`src/rtl/pc_fetch_ctrl_pkg.sv`:
```
// Shared types and constants for the PC / fetch sequencer.
package pc_fetch_ctrl_pkg;

  localparam int unsigned XLEN       = 32;
  localparam int unsigned WORD_SHIFT = 2;
  localparam logic [XLEN-1:0] RESET_PC_DEFAULT = 32'h0000_0000;

  typedef enum logic [1:0] {
    ST_BOOT = 2'd0,
    ST_RUN  = 2'd1,
    ST_HALT = 2'd2,
    ST_STEP = 2'd3
  } state_e;

endpackage

```
`src/rtl/pc_fetch_ctrl_next_pc_calc.sv`:
```
// Pure combinational next-PC selection: jr > jmp > branch > sequential.
module pc_fetch_ctrl_next_pc_calc
  import pc_fetch_ctrl_pkg::*;
(
  input  logic [XLEN-1:0] pc_i,
  input  logic            br_taken_i,
  input  logic [15:0]     br_off_i,
  input  logic            jmp_i,
  input  logic [25:0]     jmp_idx_i,
  input  logic            jr_i,
  input  logic [XLEN-1:0] jr_tgt_i,
  output logic [XLEN-1:0] pc_plus4_o,
  output logic [XLEN-1:0] next_pc_o,
  output logic            misalign_now_o
);

  logic [XLEN-1:0] br_disp;
  logic [XLEN-1:0] br_tgt;
  logic [XLEN-1:0] jmp_tgt;
  logic [XLEN-1:0] jr_word;

  assign pc_plus4_o = pc_i + XLEN'(4);
  assign br_disp    = {{16{br_off_i[15]}}, br_off_i} << WORD_SHIFT;
  assign br_tgt     = pc_plus4_o + br_disp;
  assign jmp_tgt    = {pc_plus4_o[31:28], jmp_idx_i, 2'b00};
  assign jr_word    = {jr_tgt_i[31:2], 2'b00};

  always_comb begin
    next_pc_o      = pc_plus4_o;
    misalign_now_o = 1'b0;
    if (jr_i) begin
      next_pc_o      = jr_word;
      misalign_now_o = (jr_tgt_i[1:0] != 2'b00);
    end else if (jmp_i) begin
      next_pc_o = jmp_tgt;
    end else if (br_taken_i) begin
      next_pc_o = br_tgt;
    end
  end

endmodule

```
`src/rtl/pc_fetch_ctrl.sv`:
```
// PC register, run/halt/single-step fetch FSM and retired-instruction counter.
module pc_fetch_ctrl
  import pc_fetch_ctrl_pkg::*;
#(
  parameter logic [31:0] RESET_PC = RESET_PC_DEFAULT,
  parameter int unsigned CNT_W    = 32
) (
  input  logic             clk,
  input  logic             rst,
  input  logic             run_en,
  input  logic             step_req,
  input  logic             br_taken,
  input  logic [15:0]      br_off,
  input  logic             jmp,
  input  logic [25:0]      jmp_idx,
  input  logic             jr,
  input  logic [31:0]      jr_tgt,
  output logic [31:0]      inst_addr,
  output logic [31:0]      pc_plus4,
  output logic             commit,
  output logic             halted,
  output logic             misalign,
  output logic [CNT_W-1:0] retire_cnt
);

  state_e           state_q, state_d;
  logic [31:0]      pc_q, pc_d;
  logic [CNT_W-1:0] cnt_q, cnt_d;
  logic             misalign_q, misalign_d;
  logic             step_req_q;
  logic             step_rise;
  logic [31:0]      next_pc;
  logic             misalign_now;

  pc_fetch_ctrl_next_pc_calc u_next_pc (
    .pc_i           (pc_q),
    .br_taken_i     (br_taken),
    .br_off_i       (br_off),
    .jmp_i          (jmp),
    .jmp_idx_i      (jmp_idx),
    .jr_i           (jr),
    .jr_tgt_i       (jr_tgt),
    .pc_plus4_o     (pc_plus4),
    .next_pc_o      (next_pc),
    .misalign_now_o (misalign_now)
  );

  // A held step_req must yield one commit, so HALT reacts to its rising edge only.
  assign step_rise = step_req & ~step_req_q;

  always_comb begin
    state_d = state_q;
    commit  = 1'b0;
    halted  = 1'b0;
    unique case (state_q)
      ST_BOOT: state_d = run_en ? ST_RUN : ST_HALT;
      ST_RUN: begin
        if (run_en) commit  = 1'b1;
        else        state_d = ST_HALT;
      end
      ST_HALT: begin
        halted = 1'b1;
        if (run_en)         state_d = ST_RUN;
        else if (step_rise) state_d = ST_STEP;
      end
      ST_STEP: begin
        commit  = 1'b1;
        state_d = ST_HALT;
      end
    endcase
  end

  always_comb begin
    pc_d       = pc_q;
    cnt_d      = cnt_q;
    misalign_d = misalign_q;
    if (commit) begin
      pc_d       = next_pc;
      cnt_d      = cnt_q + CNT_W'(1);
      misalign_d = misalign_q | misalign_now;
    end
  end

  always_ff @(posedge clk or posedge rst) begin
    if (rst) begin
      state_q    <= ST_BOOT;
      pc_q       <= RESET_PC;
      cnt_q      <= '0;
      misalign_q <= 1'b0;
      step_req_q <= 1'b0;
    end else begin
      state_q    <= state_d;
      pc_q       <= pc_d;
      cnt_q      <= cnt_d;
      misalign_q <= misalign_d;
      step_req_q <= step_req;
    end
  end

  assign inst_addr  = pc_q;
  assign misalign   = misalign_q;
  assign retire_cnt = cnt_q;

endmodule

```
`config.mk`:
```
export PLATFORM = sky130hd
export DESIGN_NAME = pc_fetch_ctrl
export DESIGN_NICKNAME = d
export VERILOG_FILES = /design/src/rtl/pc_fetch_ctrl_pkg.sv /design/src/rtl/pc_fetch_ctrl_next_pc_calc.sv /design/src/rtl/pc_fetch_ctrl.sv
export SDC_FILE = /design/constraint.sdc
export NUM_CORES = 1
export LEC_CHECK = 0
export ABC_AREA = 1
export BUFFER_PORTS_ARGS = -buffer_cell sky130_fd_sc_hd__buf_4
export CELL_PAD_IN_SITES_DETAIL_PLACEMENT = 1
export CELL_PAD_IN_SITES_GLOBAL_PLACEMENT = 1
export CORE_ASPECT_RATIO = 0.9
export CORE_MARGIN = 8
export CORE_UTILIZATION = 40
export DETAILED_ROUTE_END_ITERATION = 10
export GPL_TIMING_DRIVEN = 0
export PLACE_DENSITY_LB_ADDON = 0.05
export SYNTH_ARGS = -nofsm -noshare
export SYNTH_HDL_FRONTEND = slang
export SYNTH_SLANG_ARGS = --single-unit
```
`constraint.sdc`:
```
create_clock -name clk -period 4.7 [get_ports clk]
set_input_delay 0.47 -clock clk [delete_from_list [all_inputs] [get_ports clk]]
set_output_delay 0.47 -clock clk [all_outputs]
set_load 0.02 [all_outputs]
```
---- Word level (Yosys, flattened, before mapping) ----
Index checks and enable logic that the tools add are counted.
storage, ports and cells
  word-level logic and storage cells ...... 31
  input port bits ......................... 81
  output and inout port bits .............. 99
  bits in registers ....................... 68
cells by class
  add/subtract/negate cells ............... 3
  equality and inequality tests ........... 5
  bitwise logic cells ..................... 3
  reductions and logical operators ........ 3
  muxes and demuxes ....................... 12
operators by type and width
  cell                   number
  $mux 32                3
  $add 32x1->32 const B  1
  $add 32x3->32 const B  1
  $add 32x32->32         1
  $mux 2                 4
  $pmux 2 s4             1
  $eq 2x2->1 const B     2
  $mux 1                 3
  $ne 3x3->1 const B     1
  $eq 2x1->1 const B     1
  $logic_not 2->1        1
  $ne 2x2->1 const B     1
  $pmux 1 s2             1
  $reduce_and 2->1       1
  $reduce_bool 2->1      1
  $and 1x1->1            1
  $not 1->1              1
  $or 1x1->1             1

---- Longest topological paths before layout ----
  word-level depth ........................ 5
  gate-level depth with buffers ........... 26

---- Modules after synthesis ----
A second synthesis with hierarchy kept.
unflattened totals
  cells, all modules ...................... 1181
  area total of the unflattened synthesis .. 7133.1 µm²
modules (own cells, without submodules)
  module                      times used  cells each  area each (µm²)  sequential area each (µm²)
  pc_fetch_ctrl_next_pc_calc  1           785         3907.5           0.0
  pc_fetch_ctrl               1           396         3225.6           1701.6

---- Least setup slack after synthesis ----
OpenSTA, ideal clock, no wires.
  kind .................................... register to register
  from .................................... register pc_q[2], in the netlist inst_addr[2]
  to ...................................... register pc_q[27], in the netlist inst_addr[27]
  arrival ................................. 2.918 ns
  data required time ...................... 4.583 ns
  slack ................................... 1.666 ns
  clock period less this slack ............ 3.034 ns
  stages on the path, launching flop included .. 22
  cell sequence ........................... dfrtp_1 -> ha_1 -> nand2_1 -> nor2_1 -> nand2_1 -> nor2_2 -> xor2_1 -> ha_1 -> nand2_1 -> inv_1 -> nand2_1 -> nand2_1 -> inv_1 -> nand2_1 -> a21oi_1 -> nand2_1 -> nand2_1 -> nand3_1 -> nand2_1 -> nand2_1 -> nand2_1 -> nand2_1
between the ends
  word-level cells in the longest chain between the ends .. 5
RTL lines
  element                 RTL line                          RTL
  from (decl)             pc_fetch_ctrl.sv:27               logic [31:0] pc_q, pc_d;
  from (signal assigned)  pc_fetch_ctrl.sv:93               pc_q <= pc_d;
  $add 32x3->32           pc_fetch_ctrl_next_pc_calc.sv:22  assign pc_plus4_o = pc_i + XLEN'(4);
  net pc_plus4[18]        pc_fetch_ctrl.sv:19               output logic [31:0] pc_plus4,
  $add 32x32->32          pc_fetch_ctrl_next_pc_calc.sv:24  assign br_tgt = pc_plus4_o + br_disp;
  $mux 32                 pc_fetch_ctrl_next_pc_calc.sv:36  end else if (br_taken_i) begin
  $mux 32                 pc_fetch_ctrl_next_pc_calc.sv:34  end else if (jmp_i) begin
  $mux 32                 pc_fetch_ctrl_next_pc_calc.sv:31  if (jr_i) begin
The timed path passes the listed nets, and every way through them passes these cells.
A chain may end at the register's enable or synchronous reset.

---- Worst setup path in the final report ----
  from .................................... register pc_q[2], in the netlist inst_addr[2]
  to ...................................... register pc_q[20], in the netlist inst_addr[20]
between the ends
  word-level cells in the longest chain between the ends .. 5
RTL lines
  element            RTL line
  $add 32x3->32 (*)  pc_fetch_ctrl_next_pc_calc.sv:22
  $add 32x32->32     pc_fetch_ctrl_next_pc_calc.sv:24
  $mux 32 (*)        pc_fetch_ctrl_next_pc_calc.sv:36
  $mux 32 (*)        pc_fetch_ctrl_next_pc_calc.sv:34
  $mux 32 (*)        pc_fetch_ctrl_next_pc_calc.sv:31
Every way passes the cells marked *; elsewhere a longest branch is shown, timed or not.

==> flow_metrics.tcl <==
set metrics [dict create \
    status "finished, final reports clean" \
    fin_nets 1453 \
    portBuffers 174 \
    die-area_sq_um 21500 \
    core_sq_um 16800 \
    drive_gt1_share_pct 15.8 \
    timing_worst_setup_path_type "reg2reg" \
    cp_num_cells 20 \
    drv_slew 0 \
    cp.buffers_inverters 2 \
    synth-async-reset-ratio_pct 100 \
    finalHoldViolCount 0 \
    max_clock_freq_mhz 240 \
    post-route-util_pct 52.0 \
    ir_worst_vdd_mv 0.233 \
    ys_types 35 \
    critical_path.most_common_cell "nand2_1" \
    power.density_nw_per_um2 428 \
    antenna_left 0 \
    synthFlopType "dfrtp_1" \
    synth_edf_count 0 \
    wl_per_cell_um 19.0 \
    htreeDepth 3 \
    die_w_um 154 \
    clock_skew_ps 8.16 \
    hpwl_mm 24.2 \
    grt-ovfl-total 0 \
    yosys_warnings 0 \
    ctsHoldBuffers 0 \
    critPathArrivalTime_ps 4390 \
    postCtsSetupBuffers 0 \
    reg2reg_depth 20 \
    cp_max_fo 6 \
    yosys.area.top_type "dfrtp_1" \
    syn2layout_area_growth_pct 28.0 \
    worst_hold_path_type "in2reg" \
    clkTransAtPathRegs_ps 60 \
    max_cap_violations 0 \
    worstPathRequired_ps 4920 \
    drc 0 \
    setup_violations 0 \
    final.min_clock_period_ps 4170 \
    pin_count 180 \
    crit_slowest_cell "dfrtp_1" \
    clk_latency_ps 340 \
    ys_seq_area_share_pct 24.2 \
    die_h_um 140 \
    antenna_found_initial 1 \
    startpoint_type "flop" \
    min_period_over_period_pct 88.6 \
    path_cells "ha_1 > nand2_1 > inv_1 > nand2_1 > nor2_1 > nand2_1 > o21ai_0 > inv_1 > ha_1 > nand2_1 > nor2_1 > nand3_1 > nand3b_1 > nand2_1 > nand3_1 > nand2_1 > o21ai_0 > nand2_1 > nand2_1 > nand2_1" \
    clockBufferDepth 2 \
    cts_tree "done" \
    fin_setup_tns_ps 0 \
    via_per_inst 5.37 \
    crit_path_end_kind "flop" \
    grt_pass1_wl_mm 46.3 \
    route.vias.total 8333 \
    p_leak_nw 4.98 \
    clock_sinks 66 \
    drtIter0Drc 508 \
    slew_headroom_pct 42.6 \
    cts_resized 0 \
    initial_core_util_pct 40.6 \
    grt_max_degree 67 \
    grt_pass1_vias 8579 \
    synth_cells 1146 \
    critical_path.top_delay_family "simple AND/OR/NAND/NOR gates" \
    ys_ff_latch 66 \
    worst_pin_slew_ps 861 \
    syn_area_sq_um 6820 \
    avgSynthCellArea_sq_um 5.95 \
    core.rowCount 45 \
    clockRootBuffer "clkbuf_16" \
    gp_congestion 0.967 \
    synth_top_area_share_pct 24.2 \
    first_pass_iters 6 \
    numCtsBuffers 9 \
    final.fill_count 2361 \
    worstHoldPathCells 1 \
    rsz0062_at_grt "no" \
    synth.area.top_cells "dfrtp_1 (24%), nand2_1 (21%), inv_1 (11%)" \
    wl_mm 29.5 \
    critPathMaxStageDelay_ps 500 \
    grt.total_usage_pct 27.1 \
]
## metal layers
metal	vias to the layer above	share of wire (%)	global-route usage [%]
met3	42	7.4	5.69
met1	4030	47	36.8
met4	0	2.2	7.47
li1	3965	-	-
met5	-	0	0
met2	296	44	42.4
## logic make-up (layout without fill, tap and decap cells)
| kind of cell | after synthesis | in the layout | share of synthesized area (%) |
|---|---|---|---|
| other cells | 1 | 5 | 0.0550 |
| flops | 66 | 66 | 24.2 |
| fa+ha+maj | 38 | 38 | 7.08 |
| xor+xnor | 52 | 52 | 6.68 |
| buf+inv | 223 | 413 | 12.5 |
| compound gates | 142 | 142 | 11.0 |
| simple gates | 624 | 624 | 38.5 |
## cell usage after synthesis (4+ instances only)
library cell,instances
nand2_1,388
inv_1,195
nor2_1,92
nand3_1,75
dfrtp_1,66
o21ai_0,65
a21oi_1,63
xor2_1,38
ha_1,37
clkbuf_1,22
nand4_1,22
nor3_1,20
xnor2_1,14
o21bai_1,6
o211ai_1,5
or2_2,5
buf_4,4
nand2_2,4
## flip-flops by register name, summed over array words and instances, names as in the netlist
register	cells
inst_addr	30
misalign	1
retire_cnt	32
state_q	2
step_req_q	1
## report_power, final
| part | switching [mW] | internal (mW) | total [mW] |
|---|---|---|---|
| Clock | 0.268 | 0.477 | 0.746 |
| Combinational | 1.42 | 0.740 | 2.16 |
| Sequential | 0.164 | 0.668 | 0.832 |
## cells in the final DEF, fill, tap and decap left out, drive strengths merged, types with 2 or more instances in the layout
| cell type | count |
|---|---|
| xor2 | 38 |
| inv | 196 |
| a21oi | 63 |
| nor3 | 21 |
| or2 | 5 |
| buf | 178 |
| xnor2 | 14 |
| nand4 | 23 |
| nor2 | 97 |
| nor4 | 3 |
| clkbuf | 33 |
| clkinv | 3 |
| and2 | 2 |
| bufinv | 2 |
| o21bai | 6 |
| nand2 | 393 |
| o211ai | 5 |
| nand3b | 3 |
| nand3 | 75 |
| o21ai | 65 |
| conb | 4 |
| ha | 37 |
| dfrtp | 66 |
## area by class of cell
class	count	area (sq um)	share of cell area, %
diodes	1	2.50	0.0287
plain buffers	26	113	1.29
clock buffers	11	243	2.78
clock inverters	5	77.6	0.889
inverters	197	742	8.50
multi-input cells	860	4330	49.6
flip-flops and latches	66	1650	18.9
well taps	211	264	3.03
repair buffers	174	1310	15.0
## through the flow
| stage | worst slack, ps | total power [mW] | cells | instance area (sq um) | hold WS [ps] |
|---|---|---|---|---|---|
| floorplan | 1670 | 2.12 | 1149 | 6830 | 407 |
| global placement | 773 | 2.91 | 1534 | 8400 | 413 |
| detailed placement | 703 | 2.96 | 1534 | 8400 | 416 |
| CTS | 697 | 3.72 | 1550 | 8720 | 238 |
| global route | 171 | 3.99 | 1550 | 8720 | 237 |
| finish | 534 | 3.73 | 1551 | 8730 | 241 |
## worst paths after layout
path,from,to,slack (ps)
max,inst_addr[2]$_DFFE_PP0P_,inst_addr[20]$_DFFE_PP0P_,530
min,step_req,step_req_q$_DFF_PP0_,240
max reg2reg,inst_addr[2]$_DFFE_PP0P_,inst_addr[20]$_DFFE_PP0P_,530
min reg2reg,step_req_q$_DFF_PP0_,state_q[0]$_DFFE_PP0P_,420
max in group asynchronous,rst,inst_addr[22]$_DFFE_PP0P_,3810
min in group asynchronous,rst,step_req_q$_DFF_PP0_,300
## worst reg2reg max path, delay by kind of cell, from the launching register on
| kind | cells | cell delay [ps] |
|---|---|---|
| buffers and inverters | 2 | 250 |
| DFF | 1 | 500 |
| adders and majority gates | 2 | 670 |
| AOI/OAI and AO/OA | 2 | 560 |
| and+or+nand+nor | 14 | 2080 |
No activity file was read; power rests on OpenSTA's default activity.
